**config.mk**
```make
export PLATFORM = sky130hd
export DESIGN_NAME = filter_ctrl
export DESIGN_NICKNAME = d
export VERILOG_FILES = /design/src/rtl/filter_ctrl_pkg.sv /design/src/rtl/filter_ctrl_btn_debounce.sv /design/src/rtl/filter_ctrl.sv
export SDC_FILE = /design/constraint.sdc
export NUM_CORES = 1
export LEC_CHECK = 0
export ABC_AREA = 1
export CAP_MARGIN = 40
export CORE_MARGIN = 2
export CORE_UTILIZATION = 45
export CTS_BUF_LIST = sky130_fd_sc_hd__clkbuf_8
export DETAILED_ROUTE_END_ITERATION = 7
export GPL_TIMING_DRIVEN = 0
export PLACE_DENSITY = 0.64
export RECOVER_POWER = 50
export SYNTH_ARGS = -nofsm -noshare
export SYNTH_HDL_FRONTEND = slang
export SYNTH_HIERARCHICAL = 1
export SYNTH_SLANG_ARGS = --single-unit
```
**constraint.sdc**
```tcl
create_clock -name clk -period 2.17 [get_ports clk]
set_input_delay 0.217 -clock clk [delete_from_list [all_inputs] [get_ports clk]]
set_output_delay 0.217 -clock clk [all_outputs]
set_load 0.005 [all_outputs]
```
**src/rtl/filter_ctrl_pkg.sv**
```systemverilog
`default_nettype none
// ============================================================================
// Module      : filter_ctrl_pkg
// Description : Shared types and filter-mode codes for the filter controller.
// Revision    : 1.0 - initial release
// ============================================================================
package filter_ctrl_pkg;

    typedef enum logic [0:0] {
        ACCUM = 1'b0,
        DONE  = 1'b1
    } pitch_state_t;

    localparam int         FILT_W      = 3;
    localparam logic [2:0] FILT_NONE   = 3'd0;
    localparam logic [2:0] FILT_BRIGHT = 3'd1;
    localparam logic [2:0] FILT_SIREN  = 3'd2;

    function automatic logic [FILT_W-1:0] next_filter(input logic [FILT_W-1:0] cur,
                                                      input int num);
        if (int'(cur) >= num - 1) begin
            return '0;
        end
        return cur + 3'd1;
    endfunction

endpackage
`default_nettype wire

```
**src/rtl/filter_ctrl_btn_debounce.sv**
```systemverilog
`default_nettype none
// ============================================================================
// Module      : btn_debounce
// Description : 2-FF synchronizer, stable-count debouncer and rising-edge pulse.
// Revision    : 1.0 - initial release
// ============================================================================
module btn_debounce #(
    parameter int DEBOUNCE_CYCLES = 50000
) (
    input  logic clk,
    input  logic reset_n,
    input  logic i_btn,
    output logic o_rise
);

    localparam int             CNT_W      = $clog2(DEBOUNCE_CYCLES + 1);
    localparam logic [CNT_W-1:0] c_LAST_CNT = CNT_W'(DEBOUNCE_CYCLES - 1);

    logic             r_sync1;
    logic             r_sync2;
    logic             r_level;
    logic [CNT_W-1:0] r_cnt;
    logic             w_differ;
    logic             w_expire;

    assign w_differ = (r_sync2 != r_level);
    assign w_expire = w_differ && (r_cnt == c_LAST_CNT);
    // Pulse in the cycle the level is about to flip to 1.
    assign o_rise   = w_expire && r_sync2;

    always_ff @(posedge clk or negedge reset_n) begin
        if (!reset_n) begin
            r_sync1 <= 1'b0;
            r_sync2 <= 1'b0;
            r_level <= 1'b0;
            r_cnt   <= '0;
        end else begin
            r_sync1 <= i_btn;
            r_sync2 <= r_sync1;
            if (!w_differ) begin
                r_cnt <= '0;
            end else if (w_expire) begin
                r_cnt   <= '0;
                r_level <= r_sync2;
            end else begin
                r_cnt <= r_cnt + 1'b1;
            end
        end
    end

endmodule
`default_nettype wire

```
**src/rtl/filter_ctrl.sv**
```systemverilog
`default_nettype none
// ============================================================================
// Module      : filter_ctrl
// Description : Frame-synchronous commit of filter mode and averaged pitch.
// Revision    : 1.0 - initial release
// ============================================================================
module filter_ctrl
    import filter_ctrl_pkg::*;
#(
    parameter int NUM_FILTERS     = 3,
    parameter int AVG_LOG2        = 2,
    parameter int DEBOUNCE_CYCLES = 50000,
    parameter int PITCH_W         = 16
) (
    input  logic               clk,
    input  logic               reset_n,
    input  logic               btn_next,
    input  logic               pitch_valid,
    input  logic [PITCH_W-1:0] pitch_data,
    output logic               pitch_ready,
    input  logic               frame_start,
    output logic [2:0]         filter_number,
    output logic [PITCH_W-1:0] audio_pitch,
    output logic               update
);

    localparam int ACC_W = PITCH_W + AVG_LOG2;

    pitch_state_t       r_state;
    pitch_state_t       w_next_state;
    logic [ACC_W-1:0]   r_acc;
    logic [AVG_LOG2-1:0] r_cnt;
    logic [PITCH_W-1:0] r_pending_pitch;
    logic [2:0]         r_pending_filter;
    logic [2:0]         r_filter;
    logic [PITCH_W-1:0] r_pitch;
    logic               r_ready;
    logic               r_update;
    logic               w_rise;
    logic               w_hs;
    logic               w_last;
    logic               w_commit_pitch;
    logic [ACC_W-1:0]   w_sum;

    btn_debounce #(
        .DEBOUNCE_CYCLES (DEBOUNCE_CYCLES)
    ) u_btn_debounce (
        .clk     (clk),
        .reset_n (reset_n),
        .i_btn   (btn_next),
        .o_rise  (w_rise)
    );

    assign w_hs           = pitch_valid && r_ready;
    assign w_last         = w_hs && (r_cnt == {AVG_LOG2{1'b1}});
    assign w_sum          = r_acc + ACC_W'(pitch_data);
    assign w_commit_pitch = (r_state == DONE) && frame_start;

    always_comb begin
        w_next_state = r_state;
        case (r_state)
            ACCUM:   if (w_last) w_next_state = DONE;
            DONE:    if (frame_start) w_next_state = ACCUM;
            default: w_next_state = ACCUM;
        endcase
    end

    always_ff @(posedge clk or negedge reset_n) begin
        if (!reset_n) begin
            r_state <= ACCUM;
        end else begin
            r_state <= w_next_state;
        end
    end

    // Ready is registered so it stays low throughout reset and rises one edge later.
    always_ff @(posedge clk or negedge reset_n) begin
        if (!reset_n) begin
            r_ready         <= 1'b0;
            r_acc           <= '0;
            r_cnt           <= '0;
            r_pending_pitch <= '0;
        end else begin
            r_ready <= (w_next_state == ACCUM);
            if (w_last) begin
                r_acc           <= '0;
                r_cnt           <= '0;
                r_pending_pitch <= w_sum[ACC_W-1:AVG_LOG2];
            end else if (w_hs) begin
                r_acc <= w_sum;
                r_cnt <= r_cnt + 1'b1;
            end
        end
    end

    always_ff @(posedge clk or negedge reset_n) begin
        if (!reset_n) begin
            r_pending_filter <= FILT_NONE;
            r_filter         <= FILT_NONE;
            r_pitch          <= '0;
            r_update         <= 1'b0;
        end else begin
            if (w_rise) begin
                r_pending_filter <= next_filter(r_pending_filter, NUM_FILTERS);
            end
            if (frame_start) begin
                r_filter <= r_pending_filter;
            end
            if (w_commit_pitch) begin
                r_pitch <= r_pending_pitch;
            end
            r_update <= frame_start &&
                        ((r_pending_filter != r_filter) ||
                         (w_commit_pitch && (r_pending_pitch != r_pitch)));
        end
    end

    assign pitch_ready   = r_ready;
    assign filter_number = r_filter;
    assign audio_pitch   = r_pitch;
    assign update        = r_update;

endmodule
`default_nettype wire
```
==> impl_metrics.tcl, run 1 <==
set metrics [dict create \
    yosysWarnings 6 \
    hold_viol 0 \
    worst_pin_slew_ns 0.955 \
    synth-seq-cells 80 \
    start_kind "register" \
    cts_resized 0 \
    grt_pass1_vias 3647 \
    cp.arrival_ns 2.25 \
    mostFrequentLayoutCell "nand2_1" \
    outcome "complete, no violations" \
    ctsHtreeMaxLevel 3 \
    crit_family "simple AND/OR/NAND/NOR gates" \
    wl_per_cell_um 12.7 \
    leakage_uw 0.00255 \
    layout_common_cells "nand2_1, dfrtp_1, inv_1" \
    hpwl_mm 7.32 \
    n_fill_cell 946 \
    vias 3776 \
    synthFlopType "dfrtp_1" \
    final_nets 664 \
    gp_congestion 0.886 \
    fp.coreArea_um2 9730 \
    start_util_pct 46.1 \
    cts_tree "built" \
    crit_path_end_kind "register" \
    drive_above_1_share_pct 7.66 \
    cpMaxStageDelayCell "fa_1" \
    clk_latency_ns 0.36 \
    synth_nets 611 \
    crit_required_ns 2.41 \
    syn2layout_area_growth_pct 17.1 \
    grt_start_max_net_pins 43 \
    antenna_cells 0 \
    fin_crit_sh_pct 92.5 \
    io_buffers 40 \
    drv_slew 0 \
    seq_area_frac_synth_pct 44.6 \
    hold_class "input port to register" \
    power_uw 6240 \
    clockBufferDepth 2 \
    first_pass_iters 4 \
    io_pins 42 \
    grt_overflow_total 0 \
    fin_tns_setup_ns 0 \
    clock_skew_ns 0.00936 \
    post_cts_buffers 0 \
    r2r_slack_ns 0.16 \
    p_per_area_nw_per_um2 1190 \
    critPathMaxFanout 4 \
    final_antenna_net_count 0 \
    grt_pass1_wl_mm 16.6 \
    maxCapViolCount 0 \
    crit_path_frequent_cell "nand2_1" \
    path_buf_inv 0 \
    whs_ns 0.132 \
    cpPeakStageDelay_ns 0.45 \
    cp_cell_sequence "ha_1 > fa_1 > nand3_1 > nand2_1 > nand2_1 > nand2_1 > or2_1 > nand3_1 > o21ai_0" \
    chipHeight_um 104 \
    syn_area_per_cell_um2 7.89 \
    synth-async-reset-ratio_pct 100 \
    via_per_inst 4.97 \
    syn_inst 569 \
    die_w_um 104 \
    syn-cell-area_um2 4490 \
    hold_buffers 1 \
    path_clk_slew_ns 0.09 \
    drtIter0Drc 122 \
    yosysUniqueCellTypes 36 \
    synth_edf_count 0 \
    antenna_found_initial 0 \
    fp-row-count 36 \
    grt_usage_pct 18.9 \
    root_buffer "clkbuf_8" \
    die_area_um2 10800 \
    setup_viol 0 \
    numCtsBuffers 9 \
    drcViolationCount 0 \
    slew_headroom_pct 36.3 \
    vdd_ir_drop_max_mv 0.521 \
    critPathKind "register to register" \
    drt_wl_total_mm 9.62 \
    cts_num_sinks 80 \
    max_freq_mhz 498 \
    grt_setup_unrepaired "false" \
    min_period_ns 2.01 \
]
## through the flow
step / setup WS, ns / util, % / area [um2] / instances
after floorplan: 0.393 / - / 4490 / 569
final: 0.162 / 54.0 / 5260 / 760
after CTS: 0.164 / 54.2 / 5270 / 760
after global placement: -1.99 / 52.0 / 5060 / 742
after global routing: 0.0230 / 54.0 / 5260 / 760
after detailed placement: -0.0985 / 52.1 / 5070 / 743
## cells in the mapped netlist, drive strengths merged (3+ instances only)
library cell / instances / area share [%]
nor2: 56 / 5.4
o21bai: 3 / 0.50
nor3: 3 / 0.45
dfrtp: 80 / 45
nand3: 45 / 5.2
xnor2: 19 / 3.7
a22o: 3 / 0.59
or2: 3 / 0.42
buf: 8 / 0.84
nand3b: 9 / 1.5
xor2: 8 / 1.6
inv: 50 / 4.2
nand2: 195 / 17
a21oi: 19 / 2.3
nand4: 10 / 1.4
o21ai: 26 / 2.9
ha: 20 / 5.6
## cells by family after synthesis
| kind of cell | share of synthesized area [%] |
|---|---|
| AND/OR/NAND/NOR | 31.6 |
| flip-flops | 44.6 |
| buffers and inverters | 5.18 |
| AO/OA/AOI/OAI | 6.86 |
| XOR/XNOR | 5.27 |
| adder cells (fa/ha/maj) | 6.02 |
| multiplexers | 0.474 |
## path summary, 6_finish.rpt
check,end,start,cells past startpoint
min reg2reg,u_btn_debounce/r_sync2,u_btn_debounce/r_sync1,0
max reg2reg,r_pending_pitch[6],r_acc[0],9
max,r_pending_pitch[6],r_acc[0],9
max in group asynchronous,r_pending_pitch[11],reset_n,3
min,filter_number[1],frame_start,2
min in group asynchronous,filter_number[0],reset_n,2
## final cells by class
type                       count  area (um2)  share of cell area (%)
buffer                        10        43.8                   0.833
clock buffer                   9         124                    2.36
clock inverter                 7        65.1                    1.24
inverter                      50         188                    3.57
multi-input combinational    429        2250                    42.9
sequential                    80        2000                    38.1
tap                          133         166                    3.17
timing repair buffer          42         413                    7.86
## registers in the layout, summed over array words and instances (netlist names), 2 cells and up
signal and count:
r_cnt 2, filter_number 3, audio_pitch 16, r_acc 18, r_pending_filter 3, u_btn_debounce/r_cnt 16, r_pending_pitch 16
## report_power, final
group	internal, uW	switching, uW
Combinational	1260	1510
Clock	521	563
Sequential	1980	402
Total	3760	2480
## worst reg2reg max path, delay by kind of cell, from the launching register on
kind | cells | cell delay [ns]
adder cells (fa/ha/maj) | 2 | 0.69
flip-flops | 1 | 0.39
AO/OA/AOI/OAI | 1 | 0.08
AND/OR/NAND/NOR | 6 | 0.73
## metal layers
layer  track usage (%)  vias to the layer above  part of all wire, %
met2              32.7                       73                   50
li1                  -                     1936                    -
met1              23.7                     1758                   45
met5                 0                        -                    0
met4              6.27                        0                  1.2
met3              3.88                        9                  3.7
Power figures use the tool's default switching activity.
==> run 2: changes to the inputs <==
--- a/config.mk
+++ b/config.mk
@@ -14,6 +14,7 @@
 export GPL_TIMING_DRIVEN = 0
 export PLACE_DENSITY = 0.64
 export RECOVER_POWER = 50
+export SETUP_SLACK_MARGIN = 0.05
 export SYNTH_ARGS = -nofsm -noshare
 export SYNTH_HDL_FRONTEND = slang
 export SYNTH_HIERARCHICAL = 1
==> run 2 against run 1 <==
  * Via count rose by 0.26%
  * Count of clock-buffer cells in the layout did not move
  * Sequential cell count did not move
  * Clock skew barely moved
  * Non-clock buffer count did not move
  * Design area barely moved
  * Register-to-register slack improved by 0.08 ns
  * Maximum frequency rose by 4.0%
  * Final cell count did not move
  * Critical endpoint unchanged
  * Total power barely moved
  * First-iteration DRC count did not move
==> impl_metrics.tcl, run 2 (synthesized netlist as in run 1, its figures left out) <==
set metrics [dict create \
    largest-register "r_acc" \
    final_nets 664 \
    leakage_uw 0.00255 \
    fin_crit_sh_pct 88.9 \
    r2r_slack_ns 0.24 \
    syn2layout_area_growth_pct 17.1 \
    drive_above_1_share_pct 7.81 \
    path_buf_inv 0 \
    grt_pass1_wl_mm 16.6 \
    n_fill_cell 945 \
    antenna_found_initial 0 \
    p_clk_share_pct 17.3 \
    vdd_ir_drop_max_mv 0.525 \
    drtIter0Drc 122 \
    crit_family "simple AND/OR/NAND/NOR gates" \
    largest_reg_flops 18 \
    reg2regPathDepth 9 \
    grt_setup_unrepaired "false" \
    grt_start_max_net_pins 43 \
    critPathKind "register to register" \
    pwr-share-comb_pct 44.5 \
    ctsHtreeMaxLevel 3 \
    path_clk_slew_ns 0.09 \
    outcome "complete, no violations" \
    crit_path_frequent_cell "nand2_1" \
    maxCapViolCount 0 \
    net-switching-power_uw 2480 \
    cpPeakStageDelay_ns 0.39 \
    max_freq_mhz 518 \
    via_per_inst 4.98 \
    drv_slew 0 \
    cp_cell_sequence "ha_1 > fa_2 > nand3_1 > nand2_1 > nand2_1 > nand2_1 > or2_1 > nand3_1 > o21ai_0" \
    fin_tns_setup_ns 0 \
    vias 3786 \
    drcViolationCount 0 \
    crit_required_ns 2.41 \
    first_pass_iters 5 \
    setup_viol 0 \
    die_w_um 104 \
    cp.depth 9 \
    clk_latency_ns 0.36 \
    cp.arrival_ns 2.17 \
    grt_pass1_vias 3647 \
    crit_path_end_kind "register" \
    setup_slack_ns 0.240 \
    post-place-ws_ns -0.0985 \
    hold_viol 0 \
    cts_num_sinks 80 \
    min_period_ns 1.93 \
    drt_wl_total_mm 9.63 \
    gp_congestion 0.886 \
    io_buffers 40 \
    numCtsBuffers 9 \
    clockBufferDepth 2 \
    start_kind "register" \
    mostFrequentLayoutCell "nand2_1" \
    antenna_cells 0 \
    crit_start "r_acc[0]" \
    worst_pin_slew_ns 0.954 \
    fp-row-count 36 \
    r2r-start "r_acc[0]" \
    wl_per_cell_um 12.7 \
    cpMaxStageDelayCell "dfrtp_1" \
    p_per_area_nw_per_um2 1190 \
    hold_class "input port to register" \
    holdPathStages 2 \
    p_int_uw 3760 \
    p_seq_share_pct 38.1 \
    layout_common_cells "nand2_1, dfrtp_1, inv_1" \
    cts_tree "built" \
    fp.coreArea_um2 9730 \
    die_area_um2 10800 \
    grt_usage_pct 18.9 \
    critPathMaxFanout 4 \
    io_pins 42 \
    hp-start "frame_start" \
    start_util_pct 46.1 \
    slew_headroom_pct 36.4 \
    chipHeight_um 104 \
    hpwl_mm 7.32 \
    swShare_pct 39.7 \
    grt_overflow_total 0 \
    clock_skew_ns 0.00937 \
    root_buffer "clkbuf_8" \
    final_antenna_net_count 0 \
    final_core_util_pct 54.1 \
]
-- run 2: repair_timing --
action | 4_1_cts | 5_1_grt
resized for setup | 0 | 1
endpoints found under the setup margin | 0 | 1
hold buffers | 1 | 0
setup buffers | 0 | 0
hold endpoints to repair | 38 | 0
-- run 2: layout make-up --
| class | count | area [um2] | share of cell area (%) |
|---|---|---|---|
| Buffer | 10 | 43.8 | 0.833 |
| Clock buffer | 9 | 124 | 2.36 |
| Clock inverter | 7 | 65.1 | 1.24 |
| Inverter | 50 | 188 | 3.57 |
| Multi-Input combinational cell | 429 | 2260 | 42.9 |
| Sequential cell | 80 | 2000 | 38.1 |
| Tap cell | 133 | 166 | 3.16 |
| Timing Repair Buffer | 42 | 413 | 7.85 |
-- run 2: worst paths after layout --
path                                          endpoint
worst max-delay path                r_pending_pitch[6]
worst min-delay path                  filter_number[1]
worst max register to register      r_pending_pitch[6]
worst min register to register  u_btn_debounce/r_sync2
max in group asynchronous          r_pending_pitch[11]
min in group asynchronous             filter_number[0]
-- run 2: worst reg2reg max path: cells and delay by family (launching register included) --
family | cells | cell delay [ns]
adder cells (fa/ha/maj) | 2 | 0.63
flip-flops | 1 | 0.39
AO/OA/AOI/OAI | 1 | 0.07
AND/OR/NAND/NOR | 6 | 0.72
-- run 2: routing by layer --
metal	vias to the layer above	part of all wire [%]	GRT usage, %
met2	74	50	32.7
li1	1936	-	-
met3	13	4.3	3.88
met4	0	1.4	6.27
met5	-	0	0
met1	1763	45	23.7
-- run 2: power groups by stage --
stage	Clock, uW	Sequential [uW]	Combinational [uW]
6_report	1080	2380	2780
5_1_grt	1190	2450	3180
4_1_cts	1130	2390	2800
3_5_place_dp	0	2410	2790
3_3_place_gp	0	2390	2740
2_1_floorplan	0	2330	1950
-- run 2: metrics by stage --
step | hold slack [ns] | cells | power, uW | instance area [um2]
finish | 0.132 | 760 | 6240 | 5260
global route | 0.136 | 760 | 6810 | 5260
CTS | 0.103 | 760 | 6320 | 5270
detailed placement | 0.229 | 743 | 5200 | 5070
global placement | 0.351 | 742 | 5130 | 5060
floorplan | -0.0786 | 569 | 4280 | 4490
